**config.mk**
```make
export PLATFORM = sky130hd
export DESIGN_NAME = seq_hit_display
export DESIGN_NICKNAME = d
export VERILOG_FILES = /design/src/rtl/seq_hit_display.sv
export SDC_FILE = /design/constraint.sdc
export NUM_CORES = 1
export LEC_CHECK = 0
export CORE_MARGIN = 2
export CORE_UTILIZATION = 50
export CTS_CLUSTER_DIAMETER = 50
export DETAILED_ROUTE_END_ITERATION = 6
export GPL_ROUTABILITY_DRIVEN = 0
export GPL_TIMING_DRIVEN = 0
export PLACE_DENSITY_LB_ADDON = 0.1
export SYNTH_ARGS = -nofsm -noshare
export SYNTH_HDL_FRONTEND = slang
export SYNTH_SLANG_ARGS = --single-unit
```
**constraint.sdc**
```tcl
create_clock -name clk_pulse -period 2.45 [get_ports clk_pulse]
set_input_delay 0.245 -clock clk_pulse [delete_from_list [all_inputs] [get_ports clk_pulse]]
set_output_delay 0.245 -clock clk_pulse [all_outputs]
set_load 0.01 [all_outputs]
```
**src/rtl/seq_hit_display.sv**
```systemverilog
// seq_hit_display: counts sequence-detector hits in a 2-digit BCD counter and
// multiplexes ones / tens / detector-state digits onto a common-anode
// 4-digit 7-segment display. Emits a one-cycle hit strobe per counted detection.
// Optional build macro: HIT_COUNT_SAT_EN (saturate at 99, sticky flag, "F" on digit 3).
module seq_hit_display #(
    parameter int REFRESH_BITS = 16
) (
    input  logic       clk_pulse,
    input  logic       clear,
    input  logic       det_out,
    input  logic [2:0] det_state,
    input  logic       hold,
    output logic       hit,
    output logic [7:0] count_bcd,
    output logic [3:0] an,
    output logic [6:0] seg
);

    localparam logic [6:0] SEG_BLANK = 7'b1111111;
    localparam logic [6:0] SEG_F     = 7'b0001110;
    localparam logic [6:0] SEG_ZERO  = 7'b1000000;

    typedef enum logic {S_RUN, S_FROZEN} state_t;

    state_t                  r_state;
    logic                    r_hit;
    logic [7:0]              r_count;
    logic [REFRESH_BITS-1:0] r_refresh;
    logic [3:0]              r_an;
    logic [6:0]              r_seg;

    logic [7:0]              w_next;
    logic                    w_count_en;
    logic [1:0]              w_sel;
    logic [6:0]              w_digit3;

    // Active-low glyphs for 0-9; anything else is blanked.
    function automatic logic [6:0] f_glyph(input logic [3:0] v);
        case (v)
            4'd0:    f_glyph = 7'b1000000;
            4'd1:    f_glyph = 7'b1111001;
            4'd2:    f_glyph = 7'b0100100;
            4'd3:    f_glyph = 7'b0110000;
            4'd4:    f_glyph = 7'b0011001;
            4'd5:    f_glyph = 7'b0010010;
            4'd6:    f_glyph = 7'b0000010;
            4'd7:    f_glyph = 7'b1111000;
            4'd8:    f_glyph = 7'b0000000;
            4'd9:    f_glyph = 7'b0010000;
            default: f_glyph = SEG_BLANK;
        endcase
    endfunction

    // BCD increment: ones roll 9->0 carrying into tens, tens roll 9->0 (99 -> 00).
    always_comb begin
        w_next = r_count;
        if (r_count[3:0] == 4'd9) begin
            w_next[3:0] = 4'd0;
            w_next[7:4] = (r_count[7:4] == 4'd9) ? 4'd0 : r_count[7:4] + 4'd1;
        end else begin
            w_next[3:0] = r_count[3:0] + 4'd1;
        end
    end

`ifdef HIT_COUNT_SAT_EN
    logic r_sat;

    // Once the count sits at 99 it no longer advances and no hit is raised.
    assign w_count_en = det_out && (r_count != 8'h99);
    assign w_digit3   = r_sat ? SEG_F : SEG_BLANK;

    // Sticky saturation flag, set on the edge the count becomes 99.
    always_ff @(posedge clk_pulse or posedge clear) begin
        if (clear)
            r_sat <= 1'b0;
        else if (!hold && w_count_en && (w_next == 8'h99))
            r_sat <= 1'b1;
    end
`else
    assign w_count_en = det_out;
    assign w_digit3   = SEG_BLANK;
`endif

    // Counter FSM: hold freezes counting; leaving FROZEN counts on the same edge.
    always_ff @(posedge clk_pulse or posedge clear) begin
        if (clear) begin
            r_state <= S_RUN;
            r_hit   <= 1'b0;
            r_count <= 8'h00;
        end else begin
            case (r_state)
                S_RUN: begin
                    if (hold) begin
                        r_state <= S_FROZEN;
                        r_hit   <= 1'b0;
                    end else begin
                        r_hit <= w_count_en;
                        if (w_count_en)
                            r_count <= w_next;
                    end
                end
                S_FROZEN: begin
                    if (hold) begin
                        r_hit <= 1'b0;
                    end else begin
                        r_state <= S_RUN;
                        r_hit   <= w_count_en;
                        if (w_count_en)
                            r_count <= w_next;
                    end
                end
                default: begin
                    r_state <= S_RUN;
                    r_hit   <= 1'b0;
                end
            endcase
        end
    end

    assign w_sel = r_refresh[REFRESH_BITS-1 -: 2];

    // Free-running refresh counter and registered digit mux (one cycle behind sel).
    always_ff @(posedge clk_pulse or posedge clear) begin
        if (clear) begin
            r_refresh <= '0;
            r_an      <= 4'b1110;
            r_seg     <= SEG_ZERO;
        end else begin
            r_refresh <= r_refresh + REFRESH_BITS'(1);
            case (w_sel)
                2'd0: begin
                    r_an  <= 4'b1110;
                    r_seg <= f_glyph(r_count[3:0]);
                end
                2'd1: begin
                    r_an  <= 4'b1101;
                    r_seg <= f_glyph(r_count[7:4]);
                end
                2'd2: begin
                    r_an  <= 4'b1011;
                    r_seg <= f_glyph({1'b0, det_state});
                end
                default: begin
                    r_an  <= 4'b0111;
                    r_seg <= w_digit3;
                end
            endcase
        end
    end

    assign hit       = r_hit;
    assign count_bcd = r_count;
    assign an        = r_an;
    assign seg       = r_seg;

endmodule
```
# Word level (Yosys, flattened, before mapping)
# Memories as Yosys holds them, arrays and structs flattened.
# Cells that the tools add are included.
# Widths: inputs -> output; s select.
[totals] reg_bits=36 latchBits=0 mem_bits_rw=0 romBits=280 in_bits=7 output_inout_bits=20 word_cells=28 memories=3
[memory_table] memory="(name not given)" words=16 word_bits=7 rd=1 rd_clocked_by_memory_dff=0 wr=0 line_no="39" text="case (v)"
[memory_table] memory="(name not given)" words=16 word_bits=7 rd=1 rd_clocked_by_memory_dff=0 wr=0 line_no="39"
[memory_table] memory="(name not given)" words=8 word_bits=7 rd=1 rd_clocked_by_memory_dff=0 wr=0 line_no="39"
[classes] add_sub_neg=3 multipliers=0 div_mod_pow=0 order_cmp=0 eq_ne=4 n_shift=0 muxes=8 n_bitwise=1 n_reduce_logical=3
[ops] cell="$pmux 7 s3" count=1
[ops] cell="$add 16x1->16 const B" count=1
[ops] cell="$mux 8" count=2
[ops] cell="$mux 4" count=3
[ops] cell="$pmux 4 s3" count=1
[ops] cell="$add 4x1->4 const B" count=2
[ops] cell="$eq 4x4->1 const B" count=2
[ops] cell="$reduce_and 3->1" count=1
[ops] cell="$eq 2x1->1 const B" count=1
[ops] cell="$eq 2x2->1 const B" count=1
[ops] cell="$logic_not 2->1" count=1
[ops] cell="$reduce_and 2->1" count=1
[ops] cell="$mux 1" count=1
[ops] cell="$not 1->1" count=1

# Longest topological paths before layout
[logic_depth] ltp_word=5 depth_mapped=5

# Least setup slack after synthesis
# Ideal clock, no wire load.
[synth_path] path_kind="register to register" startpoint="register r_count[1] (netlist: count_bcd[1])" endpoint="register r_count[6] (netlist: count_bcd[6])" setup_time_ns=0.125 t_arrival_ns=1.463 path_slack_ns=0.863 path_stages_with_launch=6 n_path_buf=0 period_less_slack_ns=1.587 cell_sequence="dfrtp_1 -> inv_1 -> ha_1 -> and3b_1 -> nand3_1 -> mux2_2"
[synth_via] elab_chain_cells=2
[synth_rtl] element="start, declared" line_no="27" text="logic [7:0] r_count;"
[synth_rtl] element="start signal, assigned" line_no="99" text="r_count <= w_next;"
[synth_rtl] element="start signal, assigned" line_no="109" text="r_count <= w_next;"
[synth_rtl] element="$eq 4x4->1" line_no="57" text="if (r_count[3:0] == 4'd9) begin"
[synth_rtl] element="$reduce_and 3->1 (no source line)"
# No other way between the ends.
# A chain may end at the register's enable or synchronous reset.

# Final worst setup path
[layout_path] startpoint="register r_count[1] (netlist: count_bcd[1])" endpoint="register r_seg[0] (netlist: seg[0])"
[layout_via] elab_chain_cells=2
[layout_rtl] element="$mem_v2 16x7"
[layout_rtl] element="$pmux 7 s3" line_no="130" text="case (w_sel)"
[layout_rtl] element="end signal, assigned" line_no="133" text="r_seg <= f_glyph(r_count[3:0]);"
[layout_rtl] element="end signal, assigned" line_no="137" text="r_seg <= f_glyph(r_count[7:4]);"
[layout_rtl] element="end signal, assigned" line_no="141" text="r_seg <= f_glyph({1'b0, det_state});"
[layout_rtl] element="end, declared" line_no="30" text="logic [6:0] r_seg;"
# No other way between the ends.

==> out/results.ini <==
[yosys]
synthMuxAreaShare_pct = 1.056
yosysSeqAreaShare_pct = 42.49
synth_edf_count = 0
ys_warn_count = 0
synthAdderAreaFrac_pct = 10.56
yosysTopAreaCell = dfrtp_1
yosys.area_share.xor_xnor_pct = 6.984
synth_top_family_by_area = simple AND/OR/NAND/NOR gates
syn_nets = 238
synth.area.top_cells = dfrtp_1, ha_1, dfstp_2
async_reset_ff_share_pct = 100.0
yosys.area.top_type_share_pct = 37.56
synthCells = 213
synth-compound-area-share_pct = 11.80
netlist_area_um2 = 2132
synthTopCellsByCount = dfrtp_1, ha_1, inv_1, nand2_1
ys.flop_type = dfrtp_1
synthSimpleGateAreaFrac_pct = 22.89
ys_types = 41
ys_ff_latch = 36
yosysMostFrequentCell = dfrtp_1
synth.avg_cell_area_um2 = 10.01

[cts]
insertion_delay_ps = 290
clock_sinks = 36
clock_path_buffers = 2
cts_tree = yes
cts_hold_buffers = 0
post_cts_resized = 0
post_cts_buffers = 0
numCtsBuffers = 5
htreeDepth = 2
cts_root_buf = clkbuf_8
path_clk_slew_ps = 80

[layout]
post_route_cells_drive_above_1_share_pct = 11.34
synthToLayoutAreaGrowth_pct = 19.54
seqCellArea_um2 = 905.9
nFillCells = 341
n_antenna_cell = 0
multi_input_area_um2 = 1136
nets = 271

[worst_setup_path]
crit_path_max_fanout = 9
path_delay_family = flip-flops
r2r_setup_slack_ps = 700
reg2reg_to = seg[0]$_DFF_PP0_
r2r_start = count_bcd[1]$_DFFE_PP0P_
cp.required_ps = 2580
worst_path_max_delay_cell = dfrtp_1
cp.arrival_ps = 1880
crit_end = seg[0]$_DFF_PP0_
path_class = flip-flop to flip-flop
cp_cell_sequence = inv_1, ha_1, or2_2, a21oi_1, o221ai_1
cp-end-kind = flip-flop
crit_buf_inv = 1
cp.depth = 5
reg2reg_depth = 5
cp_slowest_stage_delay_ps = 530
setup.worst_path.start = count_bcd[1]$_DFFE_PP0P_
crit_path_start_kind = flip-flop

[floorplan]
fp.dieW_um = 69.30
coreArea_um2 = 4058
start_util_pct = 52.54
io_pins = 27
die-height_um = 69.30
rows = 23
die_area_um2 = 4802

[sta]
hold_violations = 0
hold_slack_ps = 399.3
final_max_slew_viol_count = 0
fmax_mhz = 572.4
timing.final.crit_share_pct = 71.30
rsz0062_at_grt = no
max_slew_margin_pct = 51.11
fin_tns_setup_ps = 0
worst_pin_slew_ps = 732.3
skew_ps = 11.29
setup_viol = 0
period_needed_ps = 1747

[power]
power.density_nw_per_um2 = 919.2
ir_drop_mv = 0.5305
p_leak_nw = 1.112

[detailed_routing]
drt_iter0_markers = 83
wl_per_cell_um = 13.86
routed_wl_um = 4117
drcViolationCount = 0
drt-pass1-iter-count = 4
ant_nets = 0
vias_per_cell = 5.441
vias = 1616

[place]
dpl.hpwl_um = 3037
io_buffers = 26

[global_route]
grt_first_pass_wirelength_um = 7258
grt_overflow = 0
grt_pass1_vias = 1486
grt_use_total_pct = 18.70
grt_max_degree = 37
antenna_found_initial = 0

[outcome]
status = finished clean

[worst_hold_path]
hold_class = primary input to asynchronous set/reset pin

[flow_run]
maxCapViolCount = 0

==> registers in the layout (all words and copies together), names as in the netlist <==
signal	cells
an	4
count_bcd	8
hit	1
r_refresh	16
seg	7
==> cell type report <==
| type | count | share of cell area [%] |
|---|---|---|
| inverter | 16 | 2.356 |
| multi-input combinational | 154 | 44.58 |
| buffer | 7 | 1.178 |
| tap | 50 | 2.455 |
| timing repair buffer | 26 | 10.21 |
| sequential | 36 | 35.54 |
| clock buffer | 7 | 3.387 |
| clock inverter | 1 | 0.2946 |
==> placed cells by master, fill, tap and decap left out, types with 3 or more instances in the layout <==
master           count
dfrtp_1             32
clkdlybuf4s50_1     26
ha_1                18
nand2_1             15
inv_1               14
nand2b_1            11
nand3_1             11
a21oi_1             10
xnor2_1             10
nor2b_1              8
xor2_1               7
o21ai_0              6
nor2_1               6
o221ai_1             6
clkbuf_8             6
nand4_1              5
o211ai_1             5
clkbuf_1             4
or2_2                4
dfstp_2              4
buf_2                3
nor3_1               3
nor4_1               3
o31ai_1              3
==> metal layers <==
layer	up-vias	GRT usage [%]	wire [µm]
li1	811	-	-
met4	0	6.536	59
met5	-	0	0
met1	752	28.09	2133
met3	7	3.343	191
met2	46	27.03	1732
==> stage by stage <==
stage / std cells / cell area, µm² / utilization, % / power (mW) / worst slack (ps)
after detailed placement: 289 / 2455 / 60.50 / 1.915 / 606.0
final: 297 / 2549 / 62.81 / 2.343 / 703.1
after floorplan: 213 / 2132 / - / 1.497 / 862.7
after CTS: 297 / 2549 / 62.81 / 2.363 / 706.1
after global placement: 289 / 2455 / 60.50 / 1.896 / 616.3
after global routing: 297 / 2549 / 62.81 / 2.520 / 595.7
==> report_power, final <==
part           internal [mW]  switching, mW
clock                  0.228          0.212
sequential             0.717          0.120
combinational          0.532          0.535
==> logic make-up (layout without fill, tap and decap cells) <==
family	Yosys count	in the layout
and+or+nand+nor	80	80
AOI/OAI and AO/OA	37	37
buffers and inverters	23	57
adders and majority gates	18	18
DFF	36	36
xor gates and xnor gates	17	17
muxes	2	2
==> worst min-delay path by stage <==
stage,startpoint,end,cells after the start
floorplan,clear,an[0]$_DFF_PP0_,1
global placement,r_refresh[12]$_DFF_PP0_,r_refresh[12]$_DFF_PP0_,1
detailed placement,r_refresh[12]$_DFF_PP0_,r_refresh[12]$_DFF_PP0_,1
CTS,r_refresh[12]$_DFF_PP0_,r_refresh[12]$_DFF_PP0_,1
global route,clear,r_refresh[5]$_DFF_PP0_,2
finish,clear,count_bcd[3]$_DFFE_PP0P_,2
(Power assumes the default switching activity.)
